--- src/rtl/memory_arbiter_pkg.sv ---
// Shared types and default widths for the unified-RAM arbiter and its RAM model.
package memory_arbiter_pkg;

    localparam int DEF_ADDR_W = 16;
    localparam int DEF_DATA_W = 16;

    // Encoding 2'b11 is unused and recovers to IDLE.
    typedef enum logic [1:0] {
        IDLE       = 2'b00,
        FETCH_WAIT = 2'b01,
        DATA_WAIT  = 2'b10,
        BAD_STATE  = 2'b11
    } arb_state_e;

endpackage

--- src/rtl/memory_arbiter_if.sv ---
// Bundle of pipeline-side and RAM-side signals around the arbiter.
// master = the arbiter itself, slave = pipeline stages plus RAM.
interface memory_arbiter_if
    import memory_arbiter_pkg::*;
#(
    parameter int ADDR_W = DEF_ADDR_W,
    parameter int DATA_W = DEF_DATA_W
);
    // Fetch stage
    logic              ifReq;
    logic [ADDR_W-1:0] ifAddr;
    logic              ifFlush;
    logic [DATA_W-1:0] ifData;
    logic              ifValid;
    // Memory stage
    logic              exMemMemRead;
    logic              exMemMemWrite;
    logic [ADDR_W-1:0] memAddr;
    logic [DATA_W-1:0] memWData;
    logic [DATA_W-1:0] memRData;
    logic              memValid;
    // RAM port
    logic              ramEn;
    logic              ramWe;
    logic [ADDR_W-1:0] ramAddr;
    logic [DATA_W-1:0] ramWData;
    logic [DATA_W-1:0] ramRData;
    logic              ramReady;
    // Pipeline freeze
    logic              pcWrite;
    logic              ifIdWrite;
    logic              memStall;

    modport master (
        input  ifReq, ifAddr, ifFlush,
        input  exMemMemRead, exMemMemWrite, memAddr, memWData,
        input  ramRData, ramReady,
        output ifData, ifValid, memRData, memValid,
        output ramEn, ramWe, ramAddr, ramWData,
        output pcWrite, ifIdWrite, memStall
    );

    modport slave (
        output ifReq, ifAddr, ifFlush,
        output exMemMemRead, exMemMemWrite, memAddr, memWData,
        output ramRData, ramReady,
        input  ifData, ifValid, memRData, memValid,
        input  ramEn, ramWe, ramAddr, ramWData,
        input  pcWrite, ifIdWrite, memStall
    );

endinterface

--- src/rtl/memory_arbiter.sv ---
// Arbitrates the single-ported unified RAM between instruction fetch and the
// MEM stage (data first), sequences each access through the ramReady
// handshake and produces the pipeline freeze signals.
module memory_arbiter
    import memory_arbiter_pkg::*;
#(
    parameter int ADDR_W = DEF_ADDR_W,
    parameter int DATA_W = DEF_DATA_W
) (
    input logic                clk,
    input logic                resetN,
    memory_arbiter_if.master   bus
);

    arb_state_e        r_state,     w_state_nxt;
    logic              r_ram_en,    w_ram_en_nxt;
    logic              r_ram_we,    w_ram_we_nxt;
    logic [ADDR_W-1:0] r_ram_addr,  w_ram_addr_nxt;
    logic [DATA_W-1:0] r_ram_wdata, w_ram_wdata_nxt;
    logic [DATA_W-1:0] r_if_data,   w_if_data_nxt;
    logic [DATA_W-1:0] r_mem_rdata, w_mem_rdata_nxt;
    logic              r_if_valid,  w_if_valid_nxt;
    logic              r_mem_valid, w_mem_valid_nxt;
    logic              r_discard,   w_discard_nxt;

    logic              w_data_req;
    logic              w_fetch_req;
    logic              w_discard_now;
    logic              w_mem_stall;

    // A request whose valid is high this cycle has already been served;
    // the request line only still shows it because the pipeline advances now.
    assign w_data_req    = (bus.exMemMemRead | bus.exMemMemWrite) & ~r_mem_valid;
    assign w_fetch_req   = bus.ifReq & ~r_if_valid;
    assign w_discard_now = r_discard | bus.ifFlush;

    // Next-state and next-output logic for the arbiter FSM.
    always_comb begin
        // NOTE: every target gets a default first so no path leaves it unassigned (no latches).
        w_state_nxt     = r_state;
        w_ram_en_nxt    = r_ram_en;
        w_ram_we_nxt    = r_ram_we;
        w_ram_addr_nxt  = r_ram_addr;
        w_ram_wdata_nxt = r_ram_wdata;
        w_if_data_nxt   = r_if_data;
        w_mem_rdata_nxt = r_mem_rdata;
        w_if_valid_nxt  = 1'b0;
        w_mem_valid_nxt = 1'b0;
        w_discard_nxt   = r_discard;

        case (r_state)
            IDLE: begin
                w_discard_nxt = 1'b0;
                if (w_data_req) begin
                    // Store wins when load and store are both (illegally) set.
                    w_ram_en_nxt    = 1'b1;
                    w_ram_we_nxt    = bus.exMemMemWrite;
                    w_ram_addr_nxt  = bus.memAddr;
                    w_ram_wdata_nxt = bus.memWData;
                    w_state_nxt     = DATA_WAIT;
                end else if (w_fetch_req) begin
                    w_ram_en_nxt   = 1'b1;
                    w_ram_we_nxt   = 1'b0;
                    w_ram_addr_nxt = bus.ifAddr;
                    w_state_nxt    = FETCH_WAIT;
                end
            end

            FETCH_WAIT: begin
                w_discard_nxt = w_discard_now;
                if (bus.ramReady) begin
                    w_ram_en_nxt  = 1'b0;
                    w_ram_we_nxt  = 1'b0;
                    w_discard_nxt = 1'b0;
                    w_state_nxt   = IDLE;
                    // A flushed fetch still finishes on the RAM side but is dropped here.
                    if (!w_discard_now) begin
                        w_if_data_nxt  = bus.ramRData;
                        w_if_valid_nxt = 1'b1;
                    end
                end
            end

            DATA_WAIT: begin
                if (bus.ramReady) begin
                    w_ram_en_nxt    = 1'b0;
                    w_ram_we_nxt    = 1'b0;
                    w_mem_valid_nxt = 1'b1;
                    w_state_nxt     = IDLE;
                    // Only loads return data; a store leaves the last load result intact.
                    if (!r_ram_we) begin
                        w_mem_rdata_nxt = bus.ramRData;
                    end
                end
            end

            default: begin
                w_ram_en_nxt  = 1'b0;
                w_ram_we_nxt  = 1'b0;
                w_discard_nxt = 1'b0;
                w_state_nxt   = IDLE;
            end
        endcase
    end

    // State and output registers with synchronous active-low reset.
    always_ff @(posedge clk) begin
        if (!resetN) begin
            // NOTE: non-blocking assignments keep every register sampling pre-edge values.
            r_state     <= IDLE;
            r_ram_en    <= 1'b0;
            r_ram_we    <= 1'b0;
            r_ram_addr  <= '0;
            r_ram_wdata <= '0;
            r_if_data   <= '0;
            r_mem_rdata <= '0;
            r_if_valid  <= 1'b0;
            r_mem_valid <= 1'b0;
            r_discard   <= 1'b0;
        end else begin
            r_state     <= w_state_nxt;
            r_ram_en    <= w_ram_en_nxt;
            r_ram_we    <= w_ram_we_nxt;
            r_ram_addr  <= w_ram_addr_nxt;
            r_ram_wdata <= w_ram_wdata_nxt;
            r_if_data   <= w_if_data_nxt;
            r_mem_rdata <= w_mem_rdata_nxt;
            r_if_valid  <= w_if_valid_nxt;
            r_mem_valid <= w_mem_valid_nxt;
            r_discard   <= w_discard_nxt;
        end
    end

    // Freeze signals: hold everything while a data access is pending, and
    // hold PC / IF-ID while an instruction has not yet arrived.
    assign w_mem_stall   = (bus.exMemMemRead | bus.exMemMemWrite) & ~r_mem_valid;
    assign bus.memStall  = w_mem_stall;
    assign bus.pcWrite   = ~w_mem_stall & ~(bus.ifReq & ~r_if_valid);
    assign bus.ifIdWrite = ~w_mem_stall & ~(bus.ifReq & ~r_if_valid);

    assign bus.ramEn    = r_ram_en;
    assign bus.ramWe    = r_ram_we;
    assign bus.ramAddr  = r_ram_addr;
    assign bus.ramWData = r_ram_wdata;
    assign bus.ifData   = r_if_data;
    assign bus.ifValid  = r_if_valid;
    assign bus.memRData = r_mem_rdata;
    assign bus.memValid = r_mem_valid;

endmodule

--- src/flat_wrapper.sv ---
// flat-port wrapper written by rule: the top's interface ports become plain ports
module memory_arbiter_flat import memory_arbiter_pkg::*;
#(
    parameter int ADDR_W = DEF_ADDR_W,
    parameter int DATA_W = DEF_DATA_W
)
  (clk, resetN, bus_ifReq, bus_ifAddr, bus_ifFlush, bus_exMemMemRead, bus_exMemMemWrite, bus_memAddr, bus_memWData, bus_ramRData, bus_ramReady, bus_ifData, bus_ifValid, bus_memRData, bus_memValid, bus_ramEn, bus_ramWe, bus_ramAddr, bus_ramWData, bus_pcWrite, bus_ifIdWrite, bus_memStall);
  memory_arbiter_if #(.ADDR_W(ADDR_W), .DATA_W(DATA_W)) bus_i ();
  input logic clk;
  input logic resetN;
  input wire logic [$bits(bus_i.ifReq)-1:0] bus_ifReq;
  input wire logic [$bits(bus_i.ifAddr)-1:0] bus_ifAddr;
  input wire logic [$bits(bus_i.ifFlush)-1:0] bus_ifFlush;
  input wire logic [$bits(bus_i.exMemMemRead)-1:0] bus_exMemMemRead;
  input wire logic [$bits(bus_i.exMemMemWrite)-1:0] bus_exMemMemWrite;
  input wire logic [$bits(bus_i.memAddr)-1:0] bus_memAddr;
  input wire logic [$bits(bus_i.memWData)-1:0] bus_memWData;
  input wire logic [$bits(bus_i.ramRData)-1:0] bus_ramRData;
  input wire logic [$bits(bus_i.ramReady)-1:0] bus_ramReady;
  output wire logic [$bits(bus_i.ifData)-1:0] bus_ifData;
  output wire logic [$bits(bus_i.ifValid)-1:0] bus_ifValid;
  output wire logic [$bits(bus_i.memRData)-1:0] bus_memRData;
  output wire logic [$bits(bus_i.memValid)-1:0] bus_memValid;
  output wire logic [$bits(bus_i.ramEn)-1:0] bus_ramEn;
  output wire logic [$bits(bus_i.ramWe)-1:0] bus_ramWe;
  output wire logic [$bits(bus_i.ramAddr)-1:0] bus_ramAddr;
  output wire logic [$bits(bus_i.ramWData)-1:0] bus_ramWData;
  output wire logic [$bits(bus_i.pcWrite)-1:0] bus_pcWrite;
  output wire logic [$bits(bus_i.ifIdWrite)-1:0] bus_ifIdWrite;
  output wire logic [$bits(bus_i.memStall)-1:0] bus_memStall;
  assign bus_i.ifReq = bus_ifReq;
  assign bus_i.ifAddr = bus_ifAddr;
  assign bus_i.ifFlush = bus_ifFlush;
  assign bus_i.exMemMemRead = bus_exMemMemRead;
  assign bus_i.exMemMemWrite = bus_exMemMemWrite;
  assign bus_i.memAddr = bus_memAddr;
  assign bus_i.memWData = bus_memWData;
  assign bus_i.ramRData = bus_ramRData;
  assign bus_i.ramReady = bus_ramReady;
  assign bus_ifData = bus_i.ifData;
  assign bus_ifValid = bus_i.ifValid;
  assign bus_memRData = bus_i.memRData;
  assign bus_memValid = bus_i.memValid;
  assign bus_ramEn = bus_i.ramEn;
  assign bus_ramWe = bus_i.ramWe;
  assign bus_ramAddr = bus_i.ramAddr;
  assign bus_ramWData = bus_i.ramWData;
  assign bus_pcWrite = bus_i.pcWrite;
  assign bus_ifIdWrite = bus_i.ifIdWrite;
  assign bus_memStall = bus_i.memStall;
  memory_arbiter #(.ADDR_W(ADDR_W), .DATA_W(DATA_W)) u_core (.clk(clk), .resetN(resetN), .bus(bus_i));
endmodule
--- config.mk ---
export PLATFORM = sky130hd
export DESIGN_NAME = memory_arbiter_flat
export DESIGN_NICKNAME = d
export VERILOG_FILES = /design/src/rtl/memory_arbiter_pkg.sv /design/src/rtl/memory_arbiter_if.sv /design/src/rtl/memory_arbiter.sv /design/src/flat_wrapper.sv
export SDC_FILE = /design/constraint.sdc
export NUM_CORES = 1
export LEC_CHECK = 0
export BUFFER_PORTS_ARGS = -buffer_cell sky130_fd_sc_hd__buf_2
export CAP_MARGIN = 40
export CORE_UTILIZATION = 45
export DETAILED_ROUTE_END_ITERATION = 8
export PLACE_DENSITY = 0.77
export SLEW_MARGIN = 30
export SYNTH_ARGS = -nofsm -noshare
export SYNTH_HDL_FRONTEND = slang
export SYNTH_SLANG_ARGS = --single-unit
--- constraint.sdc ---
create_clock -name clk -period 1.7 [get_ports clk]
set_input_delay 0.17 -clock clk [delete_from_list [all_inputs] [get_ports clk]]
set_output_delay 0.17 -clock clk [all_outputs]
set_load 0.02 [all_outputs]
# [Word level (Yosys, flattened, before mapping)]
# Cells that the tools add are included.
[word_totals] ff_bits=71 inputBits=71 output_inout_bits=71 wordCells=52
[op_classes] eq_ne=4 n_mux=17 n_bitwise=11 n_reduce_logical=10
[op_table] cell="$mux 16" count=2
[op_table] cell="$reduce_and 3->1" count=3
[op_table] cell="$mux 1" count=8
[op_table] cell="$reduce_and 2->1" count=4
[op_table] cell="$mux 2" count=3
[op_table] cell="$not 1->1" count=6
[op_table] cell="$pmux 1 s2" count=3
[op_table] cell="$pmux 2 s2" count=1
[op_table] cell="$and 1x1->1" count=3
[op_table] cell="$ne 3x1->1 const B" count=1
[op_table] cell="$eq 2x1->1 const B" count=1
[op_table] cell="$eq 2x2->1 const B" count=1
[op_table] cell="$logic_not 2->1" count=1
[op_table] cell="$ne 2x1->1 const B" count=1
[op_table] cell="$or 1x1->1" count=2
[op_table] cell="$reduce_bool 2->1" count=1
[op_table] cell="$reduce_or 2->1" count=1

# [Logic depth before layout (Yosys ltp)]
# Gate-level depths: netlist of run 1.
[logic_depth] depth_word=5 mapped_depth=7 mapped_depth_nobuf=5

# [Worst setup path before layout of run 1]
# Ideal clock, no wire load.
[synth_timing] path_type="reg-to-output" start="register u_core.r_mem_valid (netlist: u_core.bus.memValid)" end="output bus_pcWrite" arrival_ns=1.586 required_ns=1.530 setup_slack_ns=-0.056 path_stages_with_launch=7 n_path_buf=3 cell_sequence="dfxtp_1 -> o21bai_4 -> buf_6 -> inv_2 -> buf_4 -> nor2_1 -> buf_4"
[synth_via] elab_chain_len=4
[synth_lines] item="start: declaration" line_no="memory_arbiter.sv:23" source="logic r_mem_valid, w_mem_valid_nxt;"
[synth_lines] item="start signal: assignment" line_no="memory_arbiter.sv:129" source="r_mem_valid <= w_mem_valid_nxt;"
[synth_lines] item="$not 1->1" line_no="memory_arbiter.sv:136" source="assign w_mem_stall = (bus.exMemMemRead | bus.exMemMemWrite) & ~r_mem_valid;"
[synth_lines] item="$and 1x1->1" line_no="memory_arbiter.sv:136"
[synth_lines] item="net bus_memStall" line_no="flat_wrapper.sv:30" source="output wire logic [$bits(bus_i.memStall)-1:0] bus_memStall;"
[synth_lines] item="$not 1->1"
[synth_lines] item="$and 1x1->1"
[synth_lines] item="end: declaration" line_no="flat_wrapper.sv:28" source="output wire logic [$bits(bus_i.pcWrite)-1:0] bus_pcWrite;"
# The timed path passes the listed nets, and every way through them passes these cells.

# [Worst setup path after layout of run 1]
[layout_timing] start="register u_core.r_mem_valid (netlist: u_core.bus.memValid)" end="output bus_ifIdWrite"
[layout_via] elab_chain_len=4
[layout_lines] item="$not 1->1" line_no="memory_arbiter.sv:136"
[layout_lines] item="$and 1x1->1" line_no="memory_arbiter.sv:136"
[layout_lines] item="$not 1->1" line_no="memory_arbiter.sv:139" source="assign bus.ifIdWrite = ~w_mem_stall & ~(bus.ifReq & ~r_if_valid);"
[layout_lines] item="$and 1x1->1" line_no="memory_arbiter.sv:139"
[layout_lines] item="end: declaration" line_no="flat_wrapper.sv:29" source="output wire logic [$bits(bus_i.ifIdWrite)-1:0] bus_ifIdWrite;"
# Every way passes these cells.

==> impl_results.md, run 1 <==
- Status: complete, no violations
- Clk pwr share: 0.307
- DRT iter0 DRCs: 171
- Internal: 2.953 mW
- Worst skew pair latency: 0.34 ns
- Gate power share: 0.250
- Sw frac: 0.3203
- Worst EP arrival: 1.38 ns
- Worst Path Required: 1.53 ns
- Clock-pin slew on the worst setup and hold paths: 0.08 ns
- GRT overflow: 0
- Die height: 81.33 um
- Core Area: 0.005991 sq mm
- Hold crit path type: in -> reg
- Post-route antenna net violation count: 0
- Average size of a mapped cell: 8.989 sq um
- Post-CTS setup buffer count: 0
- Area growth from synthesis to layout: 32.88%
- Clk buf depth: 2
- CTS buffer count: 9
- Leak: 1.700 nW
- Vias in the first global route: 2752
- Final worst path period share: 0.9100
- Final hold vios: 0
- Row cnt: 28
- Setup TNS: 0 ns
- # port buffers: 141
- Pwr dens: 1155 mW/mm^2
- Smallest setup slack after layout: 0.1529 ns
- Relative slew slack: 0.7029
- Drt wl/cell: 14.75 um
- Seq pwr share: 0.443
- Sink Count: 71
- Net Count, Synth: 389
- Util after Layout: 0.6280
- Ports: 142
- Slew @ Worst Pin: 0.4446 ns
- RSZ-0062 raised after global routing: no
- Fmax: 646.4 MHz
- Final GP Congestion: 0.8114
- Overall global routing resource usage: 0.2415
- Mapped Area: 0.002831 sq mm
- DRT Wirelength: 7803 um
- First-pass GRT wire length: 12250 um
- Layout Skew: 0.005794 ns
- Critical path launch point: u_core.bus.memValid
- Largest net degree at the start of global routing: 55
- Pwr Total: 4.345 mW
- CP Max Fanout: 12
- Flop and latch count out of synthesis: 71
- Final net count: 523
- Vias per inst: 5.399
- Fill cells: 528
- VDD IR max: 0.0006807 V
- Final setup fails: 0
- Syn. warnings: 0
- Minimum clock period: 1.547 ns
- RR Startpoint: u_core.r_state[1]
- CP Capture Type: primary output
- Initial DRT Pass Iterations: 4
- Sw power: 1.392 mW
- Die area: 0.006614 sq mm
- Gates resized, CTS repair: 0
- Critical path class: reg -> out
- Sequential-to-total area share from yosys stat: 0.5020
- Cells after Synth: 315
- Via count: 2856
- Initial Utilization: 0.4726
- CTS tree: yes
- Reg2reg setup slack: 0.16 ns
- Minimum hold slack: 0.06746 ns
- Min-delay src: bus_ramRData[4]
- Max-cap viol count: 0
- Share of layout cells above drive strength 1: 0.4009
- Netlist cell types: 32
- CTS root buf: clkbuf_8
- # DRC: 0
- N_diodes: 0
- Final Max Slew Viols: 0
- Initial antenna violation count: 0
- Startpoint Class: flip-flop
- Post-DP HPWL: 5480 um
- H-Tree Depth: 3
- Hold-fix buffers, CTS: 0
- Die Wd: 81.33 um
- Setup Slack @ Placement: 0.1820 ns
## cell usage after synthesis
cell type / number / area [sq um]
or3b_1: 1 / 8.760
nor2b_1: 2 / 12.51
nor2_1: 2 / 7.510
a21oi_1: 53 / 265.3
o221a_2: 7 / 78.83
inv_1: 4 / 15.01
nor3_1: 3 / 15.01
o21ai_0: 16 / 80.08
clkbuf_1: 11 / 41.29
nand3_4: 1 / 17.52
and4bb_2: 1 / 12.51
dfxtp_1: 71 / 1421
nand4b_1: 1 / 8.760
nand2_1: 66 / 247.7
nand3_1: 18 / 90.09
nand4_1: 1 / 6.260
mux2_4: 1 / 15.01
buf_2: 7 / 35.03
nand4bb_1: 1 / 11.26
clkbuf_2: 1 / 5.000
a21oi_4: 1 / 16.27
nand3b_1: 1 / 7.510
buf_6: 2 / 22.52
o31a_1: 15 / 131.4
ha_1: 3 / 37.54
nand2b_1: 2 / 12.51
buf_4: 6 / 45.04
inv_2: 3 / 11.26
o21bai_4: 1 / 18.77
and3b_1: 1 / 8.760
a31oi_1: 2 / 12.51
o221a_1: 10 / 112.6
## per-layer routing
metal	vias up	track usage	routed length [um]
met3	19	0.09438	720
li1	1382	-	-
met5	-	0	0
met2	142	0.4083	3703
met4	0	0.1000	167
met1	1313	0.2683	3212
## worst max-delay path, cell delays in order (launching register included)
cell and delay, ns:
dfxtp_1 0.35, o21bai_4 0.19, inv_2 0.17, nor2_2 0.15, buf_2 0.17
## final timing paths
check / endpoint / cells after the start
max: bus_ifIdWrite / 4
min: u_core.bus.ifData[4] / 3
max reg2reg: u_core.bus.ramAddr[12] / 5
min reg2reg: u_core.bus.ifData[12] / 2
## final cells by class
cell class	instances	area [sq um]	share of cell area
flip-flops and latches	71	1421	0.3778
clock buffers	10	137.6	0.03658
multi-input cells	210	1237	0.3289
inverters	7	26.28	0.006984
well taps	75	93.84	0.02494
repair buffers	150	785.8	0.2088
clock inverters	6	60.06	0.01596
## cell families after synthesis
logic type | Yosys count | share of synthesized area
AO/OA/AOI/OAI | 105 | 0.2528
AND/OR/NAND/NOR | 101 | 0.1648
flip-flops | 71 | 0.5020
buffers and inverters | 34 | 0.06186
adder cells (fa/ha/maj) | 3 | 0.01326
multiplexers | 1 | 0.005301
## power groups by stage
stage | clock (mW) | combinational (mW) | sequential, mW
2_1_floorplan | 0 | 0.527 | 2.15
3_3_place_gp | 0 | 1.06 | 1.95
3_5_place_dp | 0 | 1.08 | 1.96
4_1_cts | 1.36 | 1.09 | 1.92
5_1_grt | 1.45 | 1.18 | 1.94
6_report | 1.34 | 1.09 | 1.92
## registers in the layout, summed over array words and instances, names as in the netlist
name,count
u_core.bus.ifValid,1
u_core.r_state,2
u_core.r_discard,1
u_core.bus.ifData,16
u_core.bus.memRData,16
u_core.bus.ramAddr,16
u_core.bus.ramWData,16
u_core.bus.ramEn,1
u_core.bus.memValid,1
u_core.bus.ramWe,1
## cell usage in the layout, fill, tap and decap left out, drive strengths merged
cell      count
bufinv        1
nand4bb       1
mux2          1
clkinv        3
o21bai        1
clkinvlp      2
buf         150
nand3b        1
nor2b         2
a21oi        54
inv           7
and3b         1
a31oi         2
ha            3
nor2          2
nand3        19
nor3          3
clkbuf       10
and4bb        1
o31a         15
o21ai        16
nand4b        1
nand2        66
nand2b        2
or3b          1
dfxtp        71
nand4         1
o221a        17
## through the flow
step / area, sq um / instances
3_3_place_gp: 3565 / 513
3_5_place_dp: 3565 / 513
5_1_grt: 3762 / 529
6_report: 3762 / 529
4_1_cts: 3762 / 529
2_1_floorplan: 2834 / 315
(Power assumes the default switching activity.)
==> run 2, diff against run 1 <==
--- a/config.mk
+++ b/config.mk
@@ -10,6 +10,7 @@
 export CORE_UTILIZATION = 45
 export DETAILED_ROUTE_END_ITERATION = 8
 export PLACE_DENSITY = 0.77
+export SETUP_SLACK_MARGIN = 0.2
 export SLEW_MARGIN = 30
 export SYNTH_ARGS = -nofsm -noshare
 export SYNTH_HDL_FRONTEND = slang
==> run 2 against run 1 <==
  * Global-route usage shrank 0.84 points
  * Worst hold slack improved by 0.00050 ns
  * Non-clock buffer count is 3 higher
  * Clock skew up 0.0014 ns
  * Sequential share of layout area shrank 0.93 points
  * Final area up 2.7%
  * Largest power group unchanged
  * Highest routed layer unchanged
==> impl_results.md, run 2 (synthesized netlist as in run 1, its figures left out) <==
- Vias in the first global route: 2601 (-5.5%)
- VDD IR max: 0.0008426 V (+24%)
- Min-delay src: bus_ramRData[4]
- CP max-delay cell: dfxtp_1
- Final hold vios: 0 (unchanged)
- GRT overflow: 0 (unchanged)
- Ports: 142 (unchanged)
- Critical path launch point: u_core.bus.ifValid
- Initial Utilization: 0.4726 (unchanged)
- Met2 Use GR: 0.3800 (-0.02833)
- N_diodes: 0 (unchanged)
- Worst EP arrival: 1.31 ns (-0.07 ns)
- First-pass GRT wire length: 11720 um (-4.3%)
- Initial DRT Pass Iterations: 4 (unchanged)
- Die area: 0.006614 sq mm (unchanged)
- Hold-fix buffers, CTS: 0 (unchanged)
- Fmax: 677.0 MHz (+4.7%)
- Util after Layout: 0.6449 (+0.01692)
- Startpoint Class: flip-flop
- RR Startpoint: u_core.r_state[0]
- Pwr Total: 4.438 mW (+2.1%)
- Slew @ Worst Pin: 0.3584 ns (-0.08623 ns)
- GRT Max-Usage Layer: met2
- Largest net degree at the start of global routing: 55 (unchanged)
- Final Max Slew Viols: 0 (unchanged)
- Sink Count: 71 (unchanged)
- Final GP Congestion: 0.8180 (+0.81%)
- Post-route antenna net violation count: 0 (unchanged)
- Relative slew slack: 0.7611 (+0.05815)
- Vias per inst: 5.346 (-0.97%)
- Worst Path Required: 1.53 ns (about the same)
- CP Capture Type: primary output
- Status: complete, no violations
- Area growth from synthesis to layout: 36.46%
- Clock-pin slew on the worst setup and hold paths: 0.08 ns (about the same)
- Core Area: 0.005991 sq mm (unchanged)
- Worst hold path stage count: 3 (unchanged)
- Minimum clock period: 1.477 ns (-0.06994 ns)
- Critical path class: reg -> out
- Row cnt: 28 (unchanged)
- Slowest stage delay, CP: 0.35 ns (about the same)
- CTS tree: yes
- Crit path cell chain: nor2b_2 -> buf_4 -> nor2_4 -> buf_2
- Fill cells: 499 (-5.5%)
- Leak: 1.731 nW (+1.8%)
- R2R depth: 5 (unchanged)
- Setup TNS: 0 ns (unchanged)
- Die height: 81.33 um (unchanged)
- Setup Slack @ Placement: 0.1826 ns (+0.0006720 ns)
- Clk buf depth: 2 (unchanged)
- CP Max Fanout: 4 (-8)
- DRT Wirelength: 7946 um (+1.8%)
- CTS root buf: clkbuf_8
- RSZ-0062 raised after global routing: yes
- Met3 Usage GRT: 0.08315 (-0.01124)
- Most frequent cells in the layout: 141 x buf_2, 69 x dfxtp_1, 66 x nand2_1
- # port buffers: 141 (unchanged)
- Layout Skew: 0.007234 ns (+0.001440 ns)
- Smallest setup slack after layout: 0.2229 ns (+0.06994 ns)
- CTS buffer count: 9 (unchanged)
- Final net count: 528 (+0.96%)
- Share of layout cells above drive strength 1: 0.4183 (+0.01742)
- Overall global routing resource usage: 0.2330 (-0.008412)
- Most common cell after layout, fill and taps aside: buf_2
- Pwr dens: 1149 mW/mm^2 (-0.54%)
- DRT iter0 DRCs: 130 (-24%)
- Hold crit path type: in -> reg
- Via count: 2855 (-0.035%)
- Drt wl/cell: 14.88 um (+0.88%)
- Max-cap viol count: 0 (unchanged)
- Met1 usage: 0.2776 (+0.009298)
- Worst skew pair latency: 0.34 ns (about the same)
- Initial antenna violation count: 0 (unchanged)
- Die Wd: 81.33 um (unchanged)
- Post-DP HPWL: 5330 um (-2.7%)
- Final worst path period share: 0.8689 (-0.04114)
- # DRC: 0 (unchanged)
- Final setup fails: 0 (unchanged)
- H-Tree Depth: 3 (unchanged)
[run 2: cell types whose count changed in the layout (fill, tap and decap cells not counted), sizes merged]
cell,delta
a21oi,+1
buf,+3
clkbuf,-1
inv,+1
nand3,+1
[run 2: layout make-up]
class | count | area [sq um] | share of cell area
flip-flops and latches | 71 | 1424 | 0.3685
multi-input cells | 212 | 1290 | 0.3339
repair buffers | 153 | 820.8 | 0.2124
clock buffers | 9 | 123.9 | 0.03206
well taps | 75 | 93.84 | 0.02429
clock inverters | 7 | 72.57 | 0.01878
inverters | 7 | 38.79 | 0.01004
[run 2: final timing paths]
path | endpoint | slack [ns]
hold reg to reg | u_core.bus.memRData[9] | 0.45
hold / removal | u_core.bus.memRData[4] | 0.07
setup reg to reg | u_core.bus.ramAddr[13] | 0.29
setup / recovery | bus_ifIdWrite | 0.22
[run 2: per-stage QoR]
stage / hold WS, ns / cells / area, sq um
6_report: 0.06796 / 534 / 3864
5_1_grt: 0.05609 / 534 / 3864
4_1_cts: 0.05442 / 533 / 3812
3_5_place_dp: 0.4288 / 514 / 3578
3_3_place_gp: 0.4221 / 514 / 3578
2_1_floorplan: 0.3020 / 315 / 2840
[run 2: layer usage]
layer,vias to the layer above,wire [um]
met3,8,673
li1,1402,-
met4,0,89
met2,118,3754
met1,1327,3429
met5,-,0
[run 2: where the power goes]
part	switching, mW	leakage, nW	internal [mW]
combinational	0.717	1.05	0.464
clock	0.653	0.0956	0.680
sequential	0.0895	0.582	1.83
[run 2: timing repair]
action / in CTS / in global routing
resized for setup: 5 / 10
pin swaps: 0 / 1
buffers inserted: 2 / 0
setup endpoints to repair: 21 / 39
cloned: 1 / 1
[run 2: worst max-delay path, delay by kind of cell (launching register included)]
| kind | cells | cell delay [ns] |
|---|---|---|
| buf+inv | 2 | 0.34 |
| flops | 1 | 0.35 |
| simple gates | 2 | 0.28 |
